File: config.mk
export PLATFORM = sky130hd
export DESIGN_NAME = bch_31_21_codec_flat
export DESIGN_NICKNAME = d
export VERILOG_FILES = /design/src/rtl/bch_31_pkg.sv /design/src/rtl/bch_31_21_codec_if.sv /design/src/rtl/bch_31_21_decoder_core.sv /design/src/rtl/bch_31_21_codec.sv /design/src/flat_wrapper.sv
export SDC_FILE = /design/constraint.sdc
export NUM_CORES = 1
export LEC_CHECK = 0
export ABC_AREA = 0
export ABC_CLOCK_PERIOD_IN_PS = 5250
export BUFFER_PORTS_ARGS = -buffer_cell sky130_fd_sc_hd__buf_2
export CORE_UTILIZATION = 38
export DETAILED_ROUTE_END_ITERATION = 12
export GPL_TIMING_DRIVEN = 0
export HOLD_SLACK_MARGIN = 0.05
export SLEW_MARGIN = 20
export SYNTH_ARGS = -nofsm -noshare
export SYNTH_HDL_FRONTEND = slang
export SYNTH_SLANG_ARGS = --single-unit
export TNS_END_PERCENT = 100
File: constraint.sdc
create_clock -name clk -period 5.25 [get_ports clk]
set_clock_uncertainty 0.05 [all_clocks]
set_input_delay 0.525 -clock clk [delete_from_list [all_inputs] [get_ports clk]]
set_output_delay 0.525 -clock clk [all_outputs]
set_load 0.05 [all_outputs]
File: src/rtl/bch_31_pkg.sv
// rtl/bch_31_pkg.sv - BCH(31,21) code constants and GF(2^5) arithmetic helpers
package bch_31_pkg;

    localparam int N  = 31;
    localparam int K  = 21;
    localparam int T  = 2;
    localparam int NK = N - K;
    localparam logic [10:0] GEN_POLY = 11'h769;

    // alpha^i for i = 0..31 under x^5+x^2+1; the last entry wraps back to alpha^0
    localparam logic [4:0] GF_EXP [0:31] = '{
        5'd1,  5'd2,  5'd4,  5'd8,  5'd16, 5'd5,  5'd10, 5'd20,
        5'd13, 5'd26, 5'd17, 5'd7,  5'd14, 5'd28, 5'd29, 5'd31,
        5'd27, 5'd19, 5'd3,  5'd6,  5'd12, 5'd24, 5'd21, 5'd15,
        5'd30, 5'd25, 5'd23, 5'd11, 5'd22, 5'd9,  5'd18, 5'd1
    };

    // Discrete log; the log of 0 is undefined, so entry 0 is never looked up
    localparam logic [4:0] GF_LOG [0:31] = '{
        5'd0,  5'd0,  5'd1,  5'd18, 5'd2,  5'd5,  5'd19, 5'd11,
        5'd3,  5'd29, 5'd6,  5'd27, 5'd20, 5'd8,  5'd12, 5'd23,
        5'd4,  5'd10, 5'd30, 5'd17, 5'd7,  5'd22, 5'd28, 5'd26,
        5'd21, 5'd25, 5'd9,  5'd16, 5'd13, 5'd14, 5'd24, 5'd15
    };

    localparam logic [4:0] GF_INV [0:31] = '{
        5'd0,  5'd1,  5'd18, 5'd28, 5'd9,  5'd23, 5'd14, 5'd12,
        5'd22, 5'd4,  5'd25, 5'd16, 5'd7,  5'd15, 5'd6,  5'd13,
        5'd11, 5'd24, 5'd2,  5'd29, 5'd30, 5'd26, 5'd8,  5'd5,
        5'd17, 5'd10, 5'd21, 5'd31, 5'd3,  5'd19, 5'd20, 5'd27
    };

    function automatic logic [4:0] gf_mul(input logic [4:0] a, input logic [4:0] b);
        logic [8:0] p;
        p = '0;
        for (int i = 0; i < 5; i++) begin
            if (b[3'(i)]) p = p ^ (9'(a) << i);
        end
        for (int i = 8; i >= 5; i--) begin
            if (p[4'(i)]) p = p ^ (9'h025 << (i - 5));
        end
        return p[4:0];
    endfunction

    function automatic logic [4:0] gf_inv(input logic [4:0] a);
        return GF_INV[a];
    endfunction

    function automatic logic [4:0] gf_pow3(input logic [4:0] a);
        return gf_mul(a, gf_mul(a, a));
    endfunction

endpackage

File: src/rtl/bch_31_21_codec_if.sv
// rtl/bch_31_21_codec_if.sv - encoder and decoder stream signals of the BCH(31,21) codec
interface bch_31_21_codec_if;
    import bch_31_pkg::*;

    logic         enc_valid_i;
    logic [K-1:0] msg_i;
    logic         enc_valid_o;
    logic [N-1:0] codeword_o;
    logic         dec_valid_i;
    logic [N-1:0] rx_codeword_i;
    logic         dec_valid_o;
    logic [N-1:0] corrected_codeword_o;
    logic         error_detected_o;
    logic         uncorrectable_o;

    modport master (
        output enc_valid_i, msg_i, dec_valid_i, rx_codeword_i,
        input  enc_valid_o, codeword_o, dec_valid_o, corrected_codeword_o,
               error_detected_o, uncorrectable_o
    );

    modport slave (
        input  enc_valid_i, msg_i, dec_valid_i, rx_codeword_i,
        output enc_valid_o, codeword_o, dec_valid_o, corrected_codeword_o,
               error_detected_o, uncorrectable_o
    );

endinterface

File: src/rtl/bch_31_21_decoder_core.sv
// rtl/bch_31_21_decoder_core.sv - two-stage syndrome / locator / Chien-search decoder
module bch_31_21_decoder_core
    import bch_31_pkg::*;
(
    input  logic         clk,
    input  logic         rst_n,
    input  logic         valid_i,
    input  logic [N-1:0] rx_i,
    output logic         valid_o,
    output logic [N-1:0] corrected_o,
    output logic         err_o,
    output logic         uncorr_o
);

    logic         v1_q, v1_d;
    logic [N-1:0] rx1_q, rx1_d;
    logic [4:0]   s1_q, s1_d, s3_q, s3_d;

    logic         v2_q, v2_d;
    logic [N-1:0] cor_q, cor_d;
    logic         err_q, err_d;
    logic         unc_q, unc_d;

    logic [4:0]   s1_cube, sigma2, x;
    logic [N-1:0] flip;
    logic [5:0]   root_cnt;

    // Stage 1: each syndrome is an XOR of constant alpha-power columns selected by rx bits
    always_comb begin
        v1_d  = valid_i;
        rx1_d = rx1_q;
        s1_d  = s1_q;
        s3_d  = s3_q;
        if (valid_i) begin
            rx1_d = rx_i;
            s1_d  = '0;
            s3_d  = '0;
            for (int j = 0; j < N; j++) begin
                if (rx_i[5'(j)]) begin
                    s1_d = s1_d ^ GF_EXP[5'(j)];
                    s3_d = s3_d ^ GF_EXP[5'((3 * j) % N)];
                end
            end
        end
    end

    // Stage 2: sigma(x) = 1 + S1 x + sigma2 x^2, roots tested at alpha^-j for every bit j
    always_comb begin
        s1_cube  = gf_pow3(s1_q);
        sigma2   = gf_mul(s3_q ^ s1_cube, gf_inv(s1_q));
        flip     = '0;
        root_cnt = '0;
        x        = '0;
        for (int j = 0; j < N; j++) begin
            x = GF_EXP[5'((N - j) % N)];
            if ((5'd1 ^ gf_mul(s1_q, x) ^ gf_mul(sigma2, gf_mul(x, x))) == 5'd0) begin
                flip[5'(j)] = 1'b1;
                root_cnt    = root_cnt + 6'd1;
            end
        end

        v2_d  = v1_q;
        cor_d = cor_q;
        err_d = err_q;
        unc_d = unc_q;
        if (v1_q) begin
            cor_d = rx1_q;
            err_d = (s1_q != 5'd0) || (s3_q != 5'd0);
            unc_d = 1'b0;
            if (s1_q != 5'd0) begin
                if (s3_q == s1_cube) begin
                    cor_d[GF_LOG[s1_q]] = ~rx1_q[GF_LOG[s1_q]];
                end else if (root_cnt == 6'(T)) begin
                    cor_d = rx1_q ^ flip;
                end else begin
                    unc_d = 1'b1;
                end
            end else if (s3_q != 5'd0) begin
                unc_d = 1'b1;
            end
        end
    end

    always_ff @(posedge clk) begin
        if (!rst_n) begin
            v1_q  <= 1'b0;
            rx1_q <= '0;
            s1_q  <= '0;
            s3_q  <= '0;
            v2_q  <= 1'b0;
            cor_q <= '0;
            err_q <= 1'b0;
            unc_q <= 1'b0;
        end else begin
            v1_q  <= v1_d;
            rx1_q <= rx1_d;
            s1_q  <= s1_d;
            s3_q  <= s3_d;
            v2_q  <= v2_d;
            cor_q <= cor_d;
            err_q <= err_d;
            unc_q <= unc_d;
        end
    end

    assign valid_o     = v2_q;
    assign corrected_o = cor_q;
    assign err_o       = err_q;
    assign uncorr_o    = unc_q;

endmodule

File: src/rtl/bch_31_21_codec.sv
// rtl/bch_31_21_codec.sv - BCH(31,21) t=2 codec: 1-cycle systematic encoder, 2-cycle decoder
module bch_31_21_codec
    import bch_31_pkg::*;
(
    input  logic                clk,
    input  logic                rst_n,
    bch_31_21_codec_if.slave    bus
);

    logic         enc_valid_q, enc_valid_d;
    logic [N-1:0] codeword_q, codeword_d;

    // Remainder of m(x)*x^10 divided by g(x), one message bit per division step
    function automatic logic [NK-1:0] enc_parity(input logic [K-1:0] m);
        logic [NK-1:0] r;
        logic          fb;
        r = '0;
        for (int i = K - 1; i >= 0; i--) begin
            fb = m[5'(i)] ^ r[NK-1];
            r  = {r[NK-2:0], 1'b0};
            if (fb) r = r ^ GEN_POLY[NK-1:0];
        end
        return r;
    endfunction

    always_comb begin
        enc_valid_d = bus.enc_valid_i;
        codeword_d  = codeword_q;
        if (bus.enc_valid_i) codeword_d = {bus.msg_i, enc_parity(bus.msg_i)};
    end

    always_ff @(posedge clk) begin
        if (!rst_n) begin
            enc_valid_q <= 1'b0;
            codeword_q  <= '0;
        end else begin
            enc_valid_q <= enc_valid_d;
            codeword_q  <= codeword_d;
        end
    end

    assign bus.enc_valid_o = enc_valid_q;
    assign bus.codeword_o  = codeword_q;

    bch_31_21_decoder_core u_dec (
        .clk         (clk),
        .rst_n       (rst_n),
        .valid_i     (bus.dec_valid_i),
        .rx_i        (bus.rx_codeword_i),
        .valid_o     (bus.dec_valid_o),
        .corrected_o (bus.corrected_codeword_o),
        .err_o       (bus.error_detected_o),
        .uncorr_o    (bus.uncorrectable_o)
    );

endmodule

File: src/flat_wrapper.sv
// flat-port wrapper written by rule: the top's interface ports become plain ports
module bch_31_21_codec_flat import bch_31_pkg::*;
  (clk, rst_n, bus_enc_valid_i, bus_msg_i, bus_dec_valid_i, bus_rx_codeword_i, bus_enc_valid_o, bus_codeword_o, bus_dec_valid_o, bus_corrected_codeword_o, bus_error_detected_o, bus_uncorrectable_o);
  bch_31_21_codec_if bus_i ();
  input  logic clk;
  input  logic rst_n;
  input wire logic [$bits(bus_i.enc_valid_i)-1:0] bus_enc_valid_i;
  input wire logic [$bits(bus_i.msg_i)-1:0] bus_msg_i;
  input wire logic [$bits(bus_i.dec_valid_i)-1:0] bus_dec_valid_i;
  input wire logic [$bits(bus_i.rx_codeword_i)-1:0] bus_rx_codeword_i;
  output wire logic [$bits(bus_i.enc_valid_o)-1:0] bus_enc_valid_o;
  output wire logic [$bits(bus_i.codeword_o)-1:0] bus_codeword_o;
  output wire logic [$bits(bus_i.dec_valid_o)-1:0] bus_dec_valid_o;
  output wire logic [$bits(bus_i.corrected_codeword_o)-1:0] bus_corrected_codeword_o;
  output wire logic [$bits(bus_i.error_detected_o)-1:0] bus_error_detected_o;
  output wire logic [$bits(bus_i.uncorrectable_o)-1:0] bus_uncorrectable_o;
  assign bus_i.enc_valid_i = bus_enc_valid_i;
  assign bus_i.msg_i = bus_msg_i;
  assign bus_i.dec_valid_i = bus_dec_valid_i;
  assign bus_i.rx_codeword_i = bus_rx_codeword_i;
  assign bus_enc_valid_o = bus_i.enc_valid_o;
  assign bus_codeword_o = bus_i.codeword_o;
  assign bus_dec_valid_o = bus_i.dec_valid_o;
  assign bus_corrected_codeword_o = bus_i.corrected_codeword_o;
  assign bus_error_detected_o = bus_i.error_detected_o;
  assign bus_uncorrectable_o = bus_i.uncorrectable_o;
  bch_31_21_codec u_core (.clk(clk), .rst_n(rst_n), .bus(bus_i));
endmodule
* After elaboration in Yosys (flattened, before gate mapping)
Memory sizes are Yosys's and may differ from the RTL's.
Cells that the tools add are included.
** Word-level totals
- Bits in read-only memories :: 320
- Logic and storage cells :: 317
- Input bits :: 56
- Bits in registers :: 108
- Memories :: 2
- Output and inout bits :: 66
** Operators by class
- Equal/unequal tests :: 2
- Reductions and logical operators :: 15
- $add $sub $neg :: 14
- Bitwise logic cells :: 111
- Muxes and demuxes :: 160
- Magnitude comparators :: 3
** Memory list
- (name not given) :: words 32, bits a word 5, read ports 1, clocked after memory_dff 0, write ports 0, RTL line bch_31_21_decoder_core.sv:72 : cor_d[GF_LOG[s1_q]] = ~rx1_q[GF_LOG[s1_q]];
- (name not given) :: words 32, bits a word 5, read ports 1, clocked after memory_dff 0, write ports 0, RTL line bch_31_pkg.sv:46 : return GF_INV[a];
** Operators with widths (number)
- 10-bit 2-to-1 mux :: 31
- 5-bit 2-to-1 mux :: 54
- 6-bit 2-to-1 mux :: 16
- 6-bit NOT :: 16
- 31-bit 2-to-1 mux :: 3
- 6-bit by 1-bit adder with 6-bit output (second input constant) :: 14
- 4-bit 2-to-1 mux :: 15
- 8-bit 2-to-1 mux :: 7
- 5-bit zero test :: 11
- 2-bit NOT :: 27
- 3-bit 2-to-1 mux :: 13
- 7-bit by 8-bit XOR with 8-bit output :: 4
- 31-bit bitwise mux :: 1
- 31-bit by 16-bit XOR with 31-bit output :: 1
- 3-bit NOT :: 9
- 5-bit by 6-bit XOR with 6-bit output :: 4
- 8-bit XOR :: 3
- 6-bit by 7-bit XOR with 7-bit output :: 3
- 2-bit 2-to-1 mux :: 8
- 1-bit NOT :: 16
- 8-bit by 7-bit XOR with 8-bit output :: 2
- 1-bit XOR :: 15
- 5-bit XOR :: 3
- 5-bit NOT :: 2
- other kinds (17) :: 27

* Longest topological paths before layout
- Word-level depth :: 63
- Depth in mapped cells :: 19
- Depth with buffers taken out :: 17

* Modules after synthesis
Synthesis repeated with hierarchy kept, for this count alone.
** Second synthesis, totals
- Cell total of the unflattened synthesis :: 812
- Area total of the unflattened synthesis :: 7562.3 um^2
** By module, submodules not included
- bch_31_21_decoder_core :: cells each 674, seq. area each 1521.5 um^2, area an instance 6024.5 um^2, instances 1
- bch_31_21_codec :: cells each 138, seq. area each 640.6 um^2, area an instance 1537.7 um^2, instances 1

* Worst setup path before layout
OpenSTA, ideal clock, no wires.
- Kind :: flip-flop to flip-flop
- Start point :: reg u_core.u_dec.s1_q[0]
- End point :: reg u_core.u_dec.cor_q[8] (netlist: u_core.u_dec.corrected_o[8])
- Required time :: 5.068 ns
- Clock period less this slack :: 4.137 ns
- Setup slack :: 1.113 ns
- Path buffers :: 1
- Stages on the path, launching flop included :: 17
- Library setup time :: 0.132 ns
- Arrival :: 3.955 ns
- Path through :: dfxtp_1 -> ha_1 -> xor2_2 -> xor2_1 -> nand2_1 -> xnor3_2 -> xor3_2 -> mux2i_1 -> a22oi_2 -> xnor3_1 -> nand2b_1 -> mux2i_1 -> o2111ai_1 -> o21ai_2 -> buf_6 -> a2bb2oi_1 -> a21oi_1
** On the way
- Word-level cells in the longest chain between the ends :: 57
- Elaborated cells on any way between the ends :: 121
- Classes of those cells :: 13 x add/sub; 2 x order compare; 2 x eq/ne; 59 x mux; 35 x bitwise; 8 x reduce/logical; 2 x memory
** Ends and longest elaborated chain
- start, declared :: RTL line bch_31_21_decoder_core.sv:17 : logic [4:0] s1_q, s1_d, s3_q, s3_d;
- start signal, assigned :: RTL line bch_31_21_decoder_core.sv:88 : s1_q <= '0;
- start signal, assigned :: RTL line bch_31_21_decoder_core.sv:97 : s1_q <= s1_d;
- branches (longest 56 deep; another with 6-bit by 1-bit adder with 6-bit output)
- 31-bit 2-to-1 mux * :: RTL line bch_31_21_decoder_core.sv:70 : if (s1_q != 5'd0) begin
- end signal, assigned :: RTL line bch_31_21_decoder_core.sv:100 : cor_q <= cor_d;
- end, declared :: RTL line bch_31_21_decoder_core.sv:20 : logic [N-1:0] cor_q, cor_d;
Every way passes the cells marked *. The select of a mux whose other input is x is not followed.
A chain may end at the register's enable or synchronous reset.

* Worst setup path after layout
- Start point :: reg u_core.u_dec.s1_q[1]
- End point :: reg u_core.u_dec.cor_q[29] (netlist: u_core.u_dec.corrected_o[29])
** On the way
- Word-level cells in the longest chain between the ends :: 55
- Elaborated cells on any way between the ends :: 137
- Classes of those cells :: 14 x add/sub; 2 x order compare; 2 x eq/ne; 63 x mux; 43 x bitwise; 11 x reduce/logical; 2 x memory
** Ends and longest elaborated chain (RTL line)
- branches (longest 54 deep; another with 6-bit by 1-bit adder with 6-bit output)
- 31-bit 2-to-1 mux * :: bch_31_21_decoder_core.sv:70
Marks and branches as above.

==> results.yml <==
logic_synthesis:
  netlist_area_mm2: 0.007435
  synth_cell_type_count: 68
  syn_avg_cell_area_um2: 8.706
  postSynth.asyncResetShare_pct: 0
  synth_seq_cells: 108
  synth_top_area_share_pct: 29.08
  synthMostInstantiatedCell: "dfxtp_1"
  seq_area_frac_synth_pct: 29.08
  ys_warn_count: 0
  netlist_top_cells_area: "dfxtp_1 (29%), mux2i_1 (14%), xnor2_1 (9.9%)"
  ys_top_cells_by_count: "dfxtp_1 (108), mux2i_1 (103), nor2b_1 (94), xnor2_1 (84), nand2_1 (77)"
  synth_top_area_cell: "dfxtp_1"
  synthesis.nets: 921
  synth_edf_count: 0
  netlist_instances: 854
  synth-main-ff-cell: "dfxtp_1"
worst_setup_path:
  startpoint: "u_core.u_dec.s1_q[1]$_SDFFE_PN0P_"
  worstPathArrival_ps: 5040
  critPathMaxStageDelay_ps: 620
  slowest_stage: "nor4_4"
  crit_chain: "buf_4, inv_2, ha_1, mux2i_1, xnor2_1, and3_1, o31a_1, or3_1, nor2_1, a21oi_1, nor4_4, inv_1, nor3_1, nand2_1, mux2_2, mux2i_1, nor2b_1"
  path_max_fanout: 9
  reg2reg_from: "u_core.u_dec.s1_q[1]$_SDFFE_PN0P_"
  cp_top_family: "simple AND/OR/NAND/NOR gates"
  cpMostUsedCell: "mux2i_1"
  endpoint_kind: "flip-flop"
  worstPathRequired_ps: 5460
  crit_type: "reg -> reg"
  cp-start-kind: "flip-flop"
  critPathBufInv: 3
sta:
  grt_setup_unrepaired: "no"
  tightest_slew_ps: 1002
  finalHoldWorstSlack_ps: 364.6
  max-slew-margin-rel_pct: 32.72
  fin_crit_sh_pct: 92.04
  fin_ws_ps: 418.0
  layout_min_cycle_time_ps: 4832
  report.final.hold_viol_count: 0
  fmax_mhz: 207.0
  slew_viol_final: 0
  setup_violations: 0
grt:
  grt_remaining_overflow: 0
  grt_max_degree: 22
  grtUsageTotal_pct: 20.69
  grt_first_pass_wirelength_um: 32310
  grt_pass1_vias: 5920
  antenna_found_initial: 0
clocking:
  cts_made_buffers: 9
  cts.sink_count: 108
  h-tree-depth: 3
  clk_latency_ps: 360
  cts_tree: "built"
  clk_pin_slew_ps: 80
  cts_setup_buffers: 0
  root_buffer: "clkbuf_16"
  postCtsHoldBufs: 0
  cts_buffer_depth: 2
detailed_routing:
  drcViolationCount: 0
  avgRoutedWirePerCell_um: 16.38
  drt_iter0_drc: 475
  antenna_left: 0
  drtPass1Iterations: 5
  drt-total-wl_um: 20410
  vias: 6343
  vias_per_cell: 5.091
die:
  rows: 50
  pin_count: 122
  fp.coreArea_mm2: 0.01896
  initial_utilization_pct: 39.22
  die_y_um: 141.9
  die_x_um: 141.9
  dieArea_mm2: 0.02013
placement:
  gp_congestion: 0.9129
  dpl_worst_slack_ps: -24.48
  io_buffers: 116
  dpl-instance-area_mm2: 0.008347
  dpl.hpwl_um: 15690
layout:
  final_util_pct: 45.72
  drive_gt1_share_pct: 18.15
  antennaDiodeCount: 0
  fin_nets: 1048
  area_delta_synth_final_pct: 16.58
  fin_area_mm2: 0.008667
run:
  drv_cap: 0
power_and_ir_drop:
  p_per_area_mw_per_mm2: 408.3
  ir_worst_vdd_v: 0.0002537
  p_leak_nw: 3.674
worst_hold_path:
  min-delay-start: "bus_msg_i[15]"
  hold_class: "in -> reg"
status:
  status: "finished clean"
-- power by group --
group	leakage [nW]	switching [mW]	internal, mW
clock network	0.149	0.354	0.341
registers	0.890	0.0502	0.886
logic	2.64	1.16	0.752
-- cells by family (layout without fill, tap and decap cells) --
kind of cell,after synthesis,count (layout),share of synthesized area (%)
flops,108,108,29.08
simple gates,263,263,18.41
mux,121,121,16.75
compound gates,148,148,13.63
buf+inv,82,214,4.376
xor+xnor,121,121,15.90
fa+ha+maj,11,11,1.851
-- state kept, by name (all words and copies together), names as in the netlist --
name	count
u_core.bus.codeword_o	31
u_core.bus.enc_valid_o	1
u_core.u_dec.corrected_o	31
u_core.u_dec.err_o	1
u_core.u_dec.rx1_q	31
u_core.u_dec.s1_q	5
u_core.u_dec.s3_q	5
u_core.u_dec.uncorr_o	1
u_core.u_dec.v1_q	1
u_core.u_dec.valid_o	1
-- per-layer routing --
metal	vias up	wire length, um	GRT usage (%)
met5	-	0	0
met4	0	466	6.904
met3	22	930	3.814
met2	159	9389	33.26
met1	2962	9624	27.79
li1	3200	-	-
-- worst paths after layout --
kind | to | slack, ps | cells after the start
hold / removal | u_core.bus.codeword_o[25]$_SDFFE_PN0P_ | 360 | 3
setup / recovery | u_core.u_dec.corrected_o[29]$_SDFFE_PN0P_ | 420 | 17
hold reg to reg | u_core.bus.codeword_o[8]$_SDFFE_PN0P_ | 430 | 1
setup reg to reg | u_core.u_dec.corrected_o[29]$_SDFFE_PN0P_ | 420 | 17
-- tightest hold or removal path: cells and delay by family --
kind          cells  cell delay [ps]
simple gates      1               90
mux               1               50
buf+inv           1               70
-- layout make-up --
cell class              instances  area, um2
flip-flops and latches        108       2163
plain buffers                  56      230.2
fillers                      1875      10290
clock buffers                   9      225.2
clock inverters                 7      76.32
repair buffers                116      580.6
multi-input cells             664       4969
well taps                     260      325.3
inverters                      26      97.59
-- per-stage QoR --
step	TNS [ps]	cells	power [mW]
after global routing	0	1246	3.754
after detailed placement	-58.43	1230	2.820
after global placement	-363.3	1230	2.813
final	0	1246	3.538
after floorplan	0	854	2.400
after CTS	0	1246	3.534
-- placed cells by master, fill, tap and decap left out, types with 17 or more instances in the layout --
| cell type | netlist | routed |
|---|---|---|
| inv_1 | 25 | 25 |
| dfxtp_1 | 108 | 107 |
| nand2_1 | 77 | 77 |
| xor2_1 | 27 | 27 |
| mux2i_1 | 103 | 103 |
| buf_2 | 5 | 121 |
| o21ai_0 | 38 | 37 |
| clkbuf_1 | 46 | 45 |
| xnor2_1 | 84 | 84 |
| mux2_2 | 17 | 17 |
| nor2b_1 | 94 | 94 |
| a21oi_1 | 33 | 33 |
| nor2_1 | 33 | 33 |
-- what timing repair did --
action | 4_1_cts | 5_1_grt
setup endpoints to repair | 3 | 32
gates resized for setup | 1 | 5
pin swaps | 0 | 0
No activity file was read; power rests on OpenSTA's default activity.
